===== src/rtl/asymm_delay_bank.sv =====
`default_nettype none
// ============================================================================
// Module   : asymm_delay_bank
// Brief    : Bank of independent level-delay channels with separate rise and
//            fall qualification delays. A level must persist for D+1 sampled
//            cycles before it reaches the output; shorter excursions are
//            dropped and reported with a one-cycle filt pulse.
// Revision : 1.0 - initial release
// ============================================================================
module asymm_delay_bank #(
   parameter int CHANNELS = 4,
   parameter int CNT_W    = 4,
   parameter int RISE_RST = 4,
   parameter int FALL_RST = 0
) (
   input  logic                clk,
   input  logic                rst_n,
   input  logic                cfg_we,
   input  logic [CNT_W-1:0]    cfg_rise_dly,
   input  logic [CNT_W-1:0]    cfg_fall_dly,
   input  logic [CHANNELS-1:0] in,
   output logic [CHANNELS-1:0] out,
   output logic [CHANNELS-1:0] busy,
   output logic [CHANNELS-1:0] filt
);

   localparam logic [CNT_W-1:0] c_RISE_RST = CNT_W'(RISE_RST);
   localparam logic [CNT_W-1:0] c_FALL_RST = CNT_W'(FALL_RST);
   localparam logic [CNT_W-1:0] c_ONE      = CNT_W'(1);

   // Encoding chosen so bit 1 marks "output high" and bit 0 marks "counting".
   typedef enum logic [1:0] {
      ST_LOW  = 2'b00,
      ST_RISE = 2'b01,
      ST_HIGH = 2'b10,
      ST_FALL = 2'b11
   } state_t;

   logic [CNT_W-1:0]    r_rise_dly;
   logic [CNT_W-1:0]    r_fall_dly;
   logic [CHANNELS-1:0] r_in_q;

   // Shared delay configuration; channels read the pre-edge value when loading.
   always_ff @(posedge clk or negedge rst_n) begin
      if (!rst_n) begin
         r_rise_dly <= c_RISE_RST;
         r_fall_dly <= c_FALL_RST;
      end else if (cfg_we) begin
         r_rise_dly <= cfg_rise_dly;
         r_fall_dly <= cfg_fall_dly;
      end
   end

   // Input sampling stage; all channel decisions use this registered copy.
   always_ff @(posedge clk or negedge rst_n) begin
      if (!rst_n) begin
         r_in_q <= '0;
      end else begin
         r_in_q <= in;
      end
   end

   for (genvar g = 0; g < CHANNELS; g++) begin : g_ch
      state_t           r_state;
      state_t           w_state_nxt;
      logic [CNT_W-1:0] r_cnt;
      logic [CNT_W-1:0] w_cnt_nxt;
      logic             w_filt_nxt;
      logic             r_out;
      logic             r_busy;
      logic             r_filt;

      // Next-state, counter and cancel-pulse decode for one channel.
      always_comb begin
         w_state_nxt = r_state;
         w_cnt_nxt   = r_cnt;
         w_filt_nxt  = 1'b0;
         case (r_state)
            ST_LOW: begin
               if (r_in_q[g]) begin
                  if (r_rise_dly == '0) begin
                     w_state_nxt = ST_HIGH;
                  end else begin
                     w_cnt_nxt   = r_rise_dly;
                     w_state_nxt = ST_RISE;
                  end
               end
            end
            ST_RISE: begin
               if (!r_in_q[g]) begin
                  w_state_nxt = ST_LOW;
                  w_filt_nxt  = 1'b1;
               end else if (r_cnt == c_ONE) begin
                  w_state_nxt = ST_HIGH;
               end else begin
                  w_cnt_nxt = r_cnt - c_ONE;
               end
            end
            ST_HIGH: begin
               if (!r_in_q[g]) begin
                  if (r_fall_dly == '0) begin
                     w_state_nxt = ST_LOW;
                  end else begin
                     w_cnt_nxt   = r_fall_dly;
                     w_state_nxt = ST_FALL;
                  end
               end
            end
            ST_FALL: begin
               if (r_in_q[g]) begin
                  w_state_nxt = ST_HIGH;
                  w_filt_nxt  = 1'b1;
               end else if (r_cnt == c_ONE) begin
                  w_state_nxt = ST_LOW;
               end else begin
                  w_cnt_nxt = r_cnt - c_ONE;
               end
            end
            default: begin
               w_state_nxt = ST_LOW;
            end
         endcase
      end

      // State, counter and registered outputs derived from the next state.
      always_ff @(posedge clk or negedge rst_n) begin
         if (!rst_n) begin
            r_state <= ST_LOW;
            r_cnt   <= '0;
            r_out   <= 1'b0;
            r_busy  <= 1'b0;
            r_filt  <= 1'b0;
         end else begin
            r_state <= w_state_nxt;
            r_cnt   <= w_cnt_nxt;
            r_out   <= (w_state_nxt == ST_HIGH) || (w_state_nxt == ST_FALL);
            r_busy  <= (w_state_nxt == ST_RISE) || (w_state_nxt == ST_FALL);
            r_filt  <= w_filt_nxt;
         end
      end

      assign out[g]  = r_out;
      assign busy[g] = r_busy;
      assign filt[g] = r_filt;
   end

endmodule
`default_nettype wire

===== config.mk =====
export PLATFORM = sky130hd
export DESIGN_NAME = asymm_delay_bank
export DESIGN_NICKNAME = d
export VERILOG_FILES = /design/src/rtl/asymm_delay_bank.sv
export SDC_FILE = /design/constraint.sdc
export NUM_CORES = 1
export LEC_CHECK = 0
export CAP_MARGIN = 20
export CORE_ASPECT_RATIO = 0.7
export CORE_MARGIN = 2
export CORE_UTILIZATION = 55
export CTS_CLUSTER_DIAMETER = 50
export DETAILED_ROUTE_END_ITERATION = 12
export PLACE_DENSITY = 0.89
export SETUP_SLACK_MARGIN = 0.15
export SLEW_MARGIN = 20
export SYNTH_ARGS = -nofsm -noshare
export SYNTH_HDL_FRONTEND = slang
export SYNTH_SLANG_ARGS = --single-unit

===== constraint.sdc =====
create_clock -name clk -period 2.75 [get_ports clk]
set_input_delay 0.55 -clock clk [delete_from_list [all_inputs] [get_ports clk]]
set_output_delay 0.55 -clock clk [all_outputs]
set_load 0.05 [all_outputs]

==> run metrics <==
TritonCTS clock tree yes; CTS clk-pin slew, worst paths 0.08 ns; Primary FF master, synth dfrtp_1; Distinct cells, synth 56; crit start category flop; Final Util 0.644; asr flop ratio synth 1.00; Max Buffers Root-to-Sink 2; kind of critical path flop to output port; Final min period about 2.4 ns; number of iterations in the first detailed-routing pass 5; Syn Area/Cell roughly 11 sq um; worst rel slew slack 0.366; Post-synth EDFFs 0; synth top area cells dfrtp_1 42%, mux2_2 6.6%, mux2i_1 6.3%, ha_1 3.9%, buf_4 3.5%; n_diodes 0; # Post-CTS Setup Buffers 0; commonest non-fill, non-tap cell in the layout dfrtp_1; Die Wd approximately 86 microns; slowest CP cell clkdlybuf4s50_1; Crit. End Element output port; Sink Count 44; die extent in y a little over 60 microns; Cells after Synth approximately 240; stages on the worst setup path 1; post-synthesis sequential area ratio 0.431; Final TNS setup 0 ns; post-CTS resize count 0; Fin. Hold Viols 0; slowest stage delay, CP roughly 0.90 ns; DRT antenna net count 0; Crit path max-delay family buffers and inverters; gr usage total 0.200; routed vias 1730; Final Max Tran Viols 0; wire length on met3 226 microns; worst min-delay path category input port to async pin; Finished Layout Cells approximately 300; Period Utilization, post-route 0.874; ratio of cells with drive above 1 in the final layout 0.179; Clock Skews 0.00902 ns; Peak VDD IR 0.675 mV; DR DRC count 0; post-placement cell count slightly below 300; wire per inst 15.7 microns; Max-cap violations 0; Synth-to-Final Area Change 10.8%; fill count 350; Worst Path Arrival between 1.5 and 2 ns; DP HPWL around 3300 microns; power density over cell area about 1100 nW/um^2; global-route congestion overflow total 0; Cell Chain, Critical Path clkdlybuf4s50_1; reg2reg path depth 4; GPL Wtd Cong roughly 0.79; Starting Density 0.581; H-tree levels 2; Iteration-0 DRC Markers 82; top-area cell type share of the netlist area 0.420; Core ar. ~4400 sq um; area leader, netlist dfrtp_1; first-pass GRT wire length 7960 microns; crit-path max FO 18; Cell Rows 20; Vias/cell 5.75; hold_buf cts 0; Post-Synthesis Cell Area 2560 sq um; PortBufs 26; hold_ws between 0.3 and 0.4 ns; most frequent cells in the layout 43 x dfrtp_1, 25 x clkdlybuf4s50_1, 16 x mux2i_1; CP bufs+invs 1; WP data required 2.20 ns; Clock Latency Late Sink 0.30 ns; Root Buffer clkbuf_8; DIE AREA 5220 sq um; highest routed layer met4; Setup WS post-layout roughly 0.35 ns; routed length on met1 roughly 2400 microns; final wirelength between 4000 and 5000 microns; WL met2 2040 microns; FF+latch count, synth 44; largest net degree at the start of global routing between 40 and 50; number of global-route vias before repair 1702; Leak roughly 0.0012 uW; CTS buffer count 5; dpl ws a little under 0.7 ns; Synth Net Count 258; Syn. warnings 0; initial antenna violation count 0; fmax 416 MHz; RSZ-0062 raised after global routing no; number of I/O pins 27; fin nets 268; Slew @ Worst Pin ~0.95 ns; final setup fails 0; status finished clean
-- flip-flops by register name, summed over array words and instances (netlist names) --
register / count
g_ch.r_busy: 3
r_rise_dly: 4
g_ch.r_cnt: 16
g_ch.r_state: 5
g_ch.r_filt: 4
r_fall_dly: 4
r_in_q: 4
g_ch.r_out: 4
-- stage by stage --
stage	area (sq um)	power [uW]
2_1_floorplan	2560	2530
3_3_place_gp	2740	2730
3_5_place_dp	2740	2790
4_1_cts	2840	3220
5_1_grt	2840	3450
6_report	2840	3210
-- path summary, 6_finish.rpt --
check	slack, ns	to	from
worst min register to register	0.57	g_ch[1].r_cnt[1]	g_ch[1].r_cnt[1]
max in group asynchronous	1.76	g_ch[1].r_state[0]	rst_n
worst min-delay path	0.39	g_ch[0].r_state[0]	rst_n
worst max-delay path	0.35	busy[0]	g_ch[0].r_state[0]
worst max register to register	0.79	g_ch[1].r_cnt[1]	r_fall_dly[0]
min in group clk	0.57	g_ch[1].r_cnt[1]	g_ch[1].r_cnt[1]
-- logic make-up (layout without fill, tap and decap cells) --
logic type,Yosys count,count (layout),share of synthesized area
AOI/OAI and AO/OA,49,49,0.167
muxes,32,32,0.134
and+or+nand+nor,56,56,0.126
buffers and inverters,39,50,0.0787
xor gates and xnor gates,7,7,0.0239
DFF,44,44,0.431
adders and majority gates,8,8,0.0391
-- power breakdown --
| part | switching, uW | internal [uW] | leakage [uW] |
|---|---|---|---|
| logic | 840 | 708 | 0.000644 |
| clock network | 221 | 201 | 0.0000510 |
| registers | 347 | 897 | 0.000524 |
| total | 1410 | 1810 | 0.00122 |
-- synth_stat cells (all sizes together), types with 2 or more instances --
cell type and number:
and2 2, o32ai 2, xor2 5, o211a 3
nand3 8, nor2b 8, o21ai 4, clkbuf 8
a21oi 8, o21a 2, or3b 3, or3 2
a21o 3, nand3b 2, a211o 2, mux2 16
dfrtp 43, a211oi 2, o22a 3, mux2i 16
nand2 7, nor2 8, or4 2, o22ai 3
a32oi 2, o32a 2, a221oi 3, inv 16
nor3 8, xnor2 2, nor3b 3, buf 15
ha 8
-- metal layers --
layer	global-route usage	vias up
li1	-	859
met3	0.0523	7
met4	0.0680	0
met1	0.272	827
met2	0.319	37
met5	0	-
-- area by class of cell --
cell class,count,area [sq um],share of cell area
sequential,44,1100,0.389
inverter,16,60.1,0.0212
timing repair buffer,26,255,0.0900
multi-input combinational,152,1260,0.443
clock inverter,2,10.0,0.00353
tap,55,68.8,0.0243
clock buffer,6,82.6,0.0291
No activity file was read; power rests on OpenSTA's default activity.
==> RTL edit 1, RTL diff (same settings) <==
The parameter `CNT_W` goes from 4 to 3.
--- a/src/rtl/asymm_delay_bank.sv
+++ b/src/rtl/asymm_delay_bank.sv
@@ -11,3 +11,3 @@
    parameter int CHANNELS = 4,
-   parameter int CNT_W    = 4,
+   parameter int CNT_W    = 3,
    parameter int RISE_RST = 4,
Ports: changed (resized cfg_fall_dly and cfg_rise_dly); port bits go from 27 to 25. The function was not compared with the original's and may differ.
==> RTL edit 1 against the original RTL <==
- global-route usage shrank 0.12 points
- sequential cell count shrank 6
- sequential share of layout area grew 0.45 points
- non-clock buffer count shrank 2
- clock power grew 16%
- routed wire length shrank 21%
- area after synthesis shrank 16%
- sequential power shrank 18%
- die area shrank 15%
- clock skew shrank 6.5 ps
- cell area shrank 15%
- maximum frequency grew 5.2%
- total power shrank 9.5%
- setup slack gained 120 ps
==> RTL edit 1: results <==
[run_status]
outcome = finished, final reports clean

[synth]
yosysWarnings = 0
synth-async-reset-ratio_pct = 100
synth-main-ff-cell = dfrtp_1
synth_edf_count = 0
synth-seq-area-share_pct = 44.3
synth_top_cells_by_area = dfrtp_1, mux2_2, mux2i_1
postSynthNetCount = 221
yosysUniqueCellTypes = 41
syn-mean-instance-area_um2 = 10.8
post_synth_most_frequent_cells = dfrtp_1, mux2_2, buf_4, inv_1, mux2i_1

[grt]
grt_use_met2_pct = 28.8
met1_usage_pct = 28.0
grt_start_max_net_pins = 39
track_usage_pct = 19.9
number_of_antenna_violations_at_the_first_check_in_global_routing = 0
grt_use_met3_pct = 5.31
first_pass_grt_wire_length_um = 6710
number_of_global_route_vias_before_repair = 1437

[setup_path]
crit_fanout = 13
cp_slowest_cell = clkdlybuf4s50_1
worstPathArrival_ps = 1740
worst_path_dominant_cell_family = buffers and inverters
critical_path.startpoint = g_ch[3].r_state[0]$_DFF_PN0_
worst-r2r-setup-slack_ps = 1030
stage_delay_of_the_slowest_cell_on_the_critical_path_ps = 870
worst_r2r_startpoint = r_fall_dly[1]$_DFFE_PN0P_

[cells_and_area]
final_net_count = 231
final_layout_size_suffix_gt1_share_pct = 14.8
instances_no_fill = 260
nFillCells = 286
largest_registers = g_ch.r_cnt: 12 flops, g_ch.r_state: 7 flops

[placed_design]
placed_area_um2 = 2310
replace_congestion = 0.816
dp.final_hpwl_um = 2630
numPlacedInstances = 253
port_buffers = 24

[clocking]
cts.repair.resized = 0
post_cts.repair.setup_buffers = 0
clk_transition_reported_paths_ps = 70
root_buffer = clkbuf_8

[timing]
hold_violations = 0
tightestPinTransition_ps = 809
setup_clock_skew_after_layout_ps = 2.57

[drt]
drt_iter0_markers = 64
route.detailed.wl_per_inst_um = 14.3
routedLengthMet1_um = 1910
drtPass1Iterations = 4
dr_wl_met2_um = 1590
post_drt_via_cell_ratio = 5.57
detailroute.wirelength.met3_um = 148

[pwr]
power.static_leakage_nw = 1.08
ir_drop_v = 0.000772

[run]
max_cap_viol_count = 0
[RTL edit 1: changes by cell type after synthesis, sizes merged, moves of 5 or more]
cell	before	now
nand2b	0	8
o21ai	4	11
clkbuf	8	2
dfrtp	43	37
nand3	8	3
nor2b	8	3
[RTL edit 1: power by group]
part	switching [mW]	leakage, nW	internal [mW]
registers	0.248	0.450	0.777
clock network	0.197	0.0573	0.290
logic	0.767	0.575	0.628
total	1.21	1.08	1.70
[RTL edit 1: metrics by stage]
step	power (mW)	util [%]	worst slack, ps	hold slack (ps)
2_1_floorplan	2.22	-	1260	254
4_1_cts	2.93	66.8	450	368
3_3_place_gp	2.38	63.7	817	529
5_1_grt	3.14	66.8	358	402
3_5_place_dp	2.43	63.7	789	531
6_report	2.91	66.8	464	339
[RTL edit 1: final timing paths]
check	cells past startpoint	endpoint
hold reg to reg	2	g_ch[0].r_cnt[1]$_DFFE_PN0P_
setup / recovery	1	busy[3]
setup reg to reg	4	g_ch[0].r_cnt[2]$_DFFE_PN0P_
max in group asynchronous	1	g_ch[2].r_busy$_DFF_PN0_
hold / removal	1	g_ch[0].r_filt$_DFF_PN0_
min in group clk	2	g_ch[0].r_cnt[1]$_DFFE_PN0P_
[RTL edit 1: area by class of cell]
cell class	instances	area, um2	share of cell area, %
clock buffers	6	82.6	3.41
clock inverters	1	30.0	1.24
inverters	13	48.8	2.02
multi-input cells	128	1010	41.7
flip-flops and latches	38	952	39.3
well taps	50	62.6	2.58
repair buffers	24	235	9.72
[RTL edit 1: logic make-up after synthesis]
| kind of cell | synth area share [%] |
|---|---|
| xor gates and xnor gates | 1.22 |
| adders and majority gates | 4.65 |
| DFF | 44.3 |
| AOI/OAI and AO/OA | 14.3 |
| and+or+nand+nor | 12.4 |
| buffers and inverters | 8.78 |
| muxes | 14.4 |
==> RTL edit 2, RTL diff (same settings) <==
Made on the original files. Make the reset (`rst_n`) synchronous in 3 clocked blocks.
--- a/src/rtl/asymm_delay_bank.sv
+++ b/src/rtl/asymm_delay_bank.sv
@@ -43,3 +43,3 @@
    // Shared delay configuration; channels read the pre-edge value when loading.
-   always_ff @(posedge clk or negedge rst_n) begin
+   always_ff @(posedge clk) begin
       if (!rst_n) begin
@@ -54,3 +54,3 @@
    // Input sampling stage; all channel decisions use this registered copy.
-   always_ff @(posedge clk or negedge rst_n) begin
+   always_ff @(posedge clk) begin
       if (!rst_n) begin
@@ -125,3 +125,3 @@
       // State, counter and registered outputs derived from the next state.
-      always_ff @(posedge clk or negedge rst_n) begin
+      always_ff @(posedge clk) begin
          if (!rst_n) begin
Function: differs if rst_n is asserted again (counterexample within 4 cycles, from zero or initial values and one cycle with rst_n low); with rst_n held inactive, the same outputs for 10 cycles.
==> RTL edit 2 against the original RTL <==
- worst hold slack gained 97 ps
- clock skew is 2.2 ps lower
- critical path depth did not move
- cell area up 4.2%
- sequential cell count stayed put
- routed wire length up 27%
- synthesized cell count increased by 33%
- setup slack worse by 18 ps
- area after synthesis up 4.8%
- critical path type unchanged
Power is not compared: it rests on default switching activity, and its combinational part moved more than twofold at a synthesized area within 25%.
==> RTL edit 2: results <==
[setup_path]
regToRegEndpoint = g_ch[2].r_cnt[3]$_SDFFE_PN0P_
worst-r2r-setup-slack_ps = 730
worst_r2r_startpoint = r_fall_dly[0]$_SDFFE_PN0P_
worstPathArrival_ps = 1870

[cells_and_area]
final_layout_size_suffix_gt1_share_pct = 9.09
largest_registers = g_ch.r_cnt: 16 flops, g_ch.r_state: 8 flops
instances_no_fill = 376

[timing]
finalWorstSetupSlack_ps = 327
max-slew-margin-rel_pct = 51.8
setup_clock_skew_after_layout_ps = 6.85
whs_ps = 488

[grt]
track_usage_pct = 22.3
grt_start_max_net_pins = 21
met1_usage_pct = 30.2

[run_status]
outcome = finished, final reports clean

[drt]
detailroute.wirelength.met3_um = 388
drtPass1Iterations = 4
routedLengthMet1_um = 2740
dr_total_vias = 2327

[placed_design]
placed_area_um2 = 2860
dp_worst_setup_slack_ps = 509

[worst_hold_path]
hold_path.class = reg2reg

[synth]
synth-async-reset-ratio_pct = 0
post_synth_most_frequent_cells = dfxtp_1, nand2_1, mux2i_1
synth-seq-area-share_pct = 32.8
synth_top_cells_by_area = dfxtp_1, mux2i_1, nand2_1
syn-mean-instance-area_um2 = 8.57
## RTL edit 2: cell count changes in the layout (fill, tap and decap cells not counted), sizes merged, moves of 5 or more
cell / delta
a211oi: +5
a21oi: +16
buf: +5
dfrtp: -43
dfxtp: +44
mux2: -16
mux2i: +12
nand2: +23
nor2: +19
nor3: -7
nor4: +5
o21ai: +11
o22ai: +8
## RTL edit 2: cell families (layout without fill, tap and decap cells)
logic type | count (synthesis) | after routing | share of synthesized area (%)
muxes | 28 | 28 | 10.4
and+or+nand+nor | 96 | 96 | 17.7
xor gates and xnor gates | 3 | 3 | 0.979
DFF | 44 | 44 | 32.8
buffers and inverters | 48 | 54 | 9.60
adders and majority gates | 8 | 8 | 3.73
AOI/OAI and AO/OA | 86 | 86 | 24.7
## RTL edit 2: layout make-up
type	count	area, um2
tap	57	71.3
timing repair buffer	32	305
fill	393	1770
sequential	44	881
multi-input combinational	221	1550
clock buffer	7	96.3
inverter	15	56.3
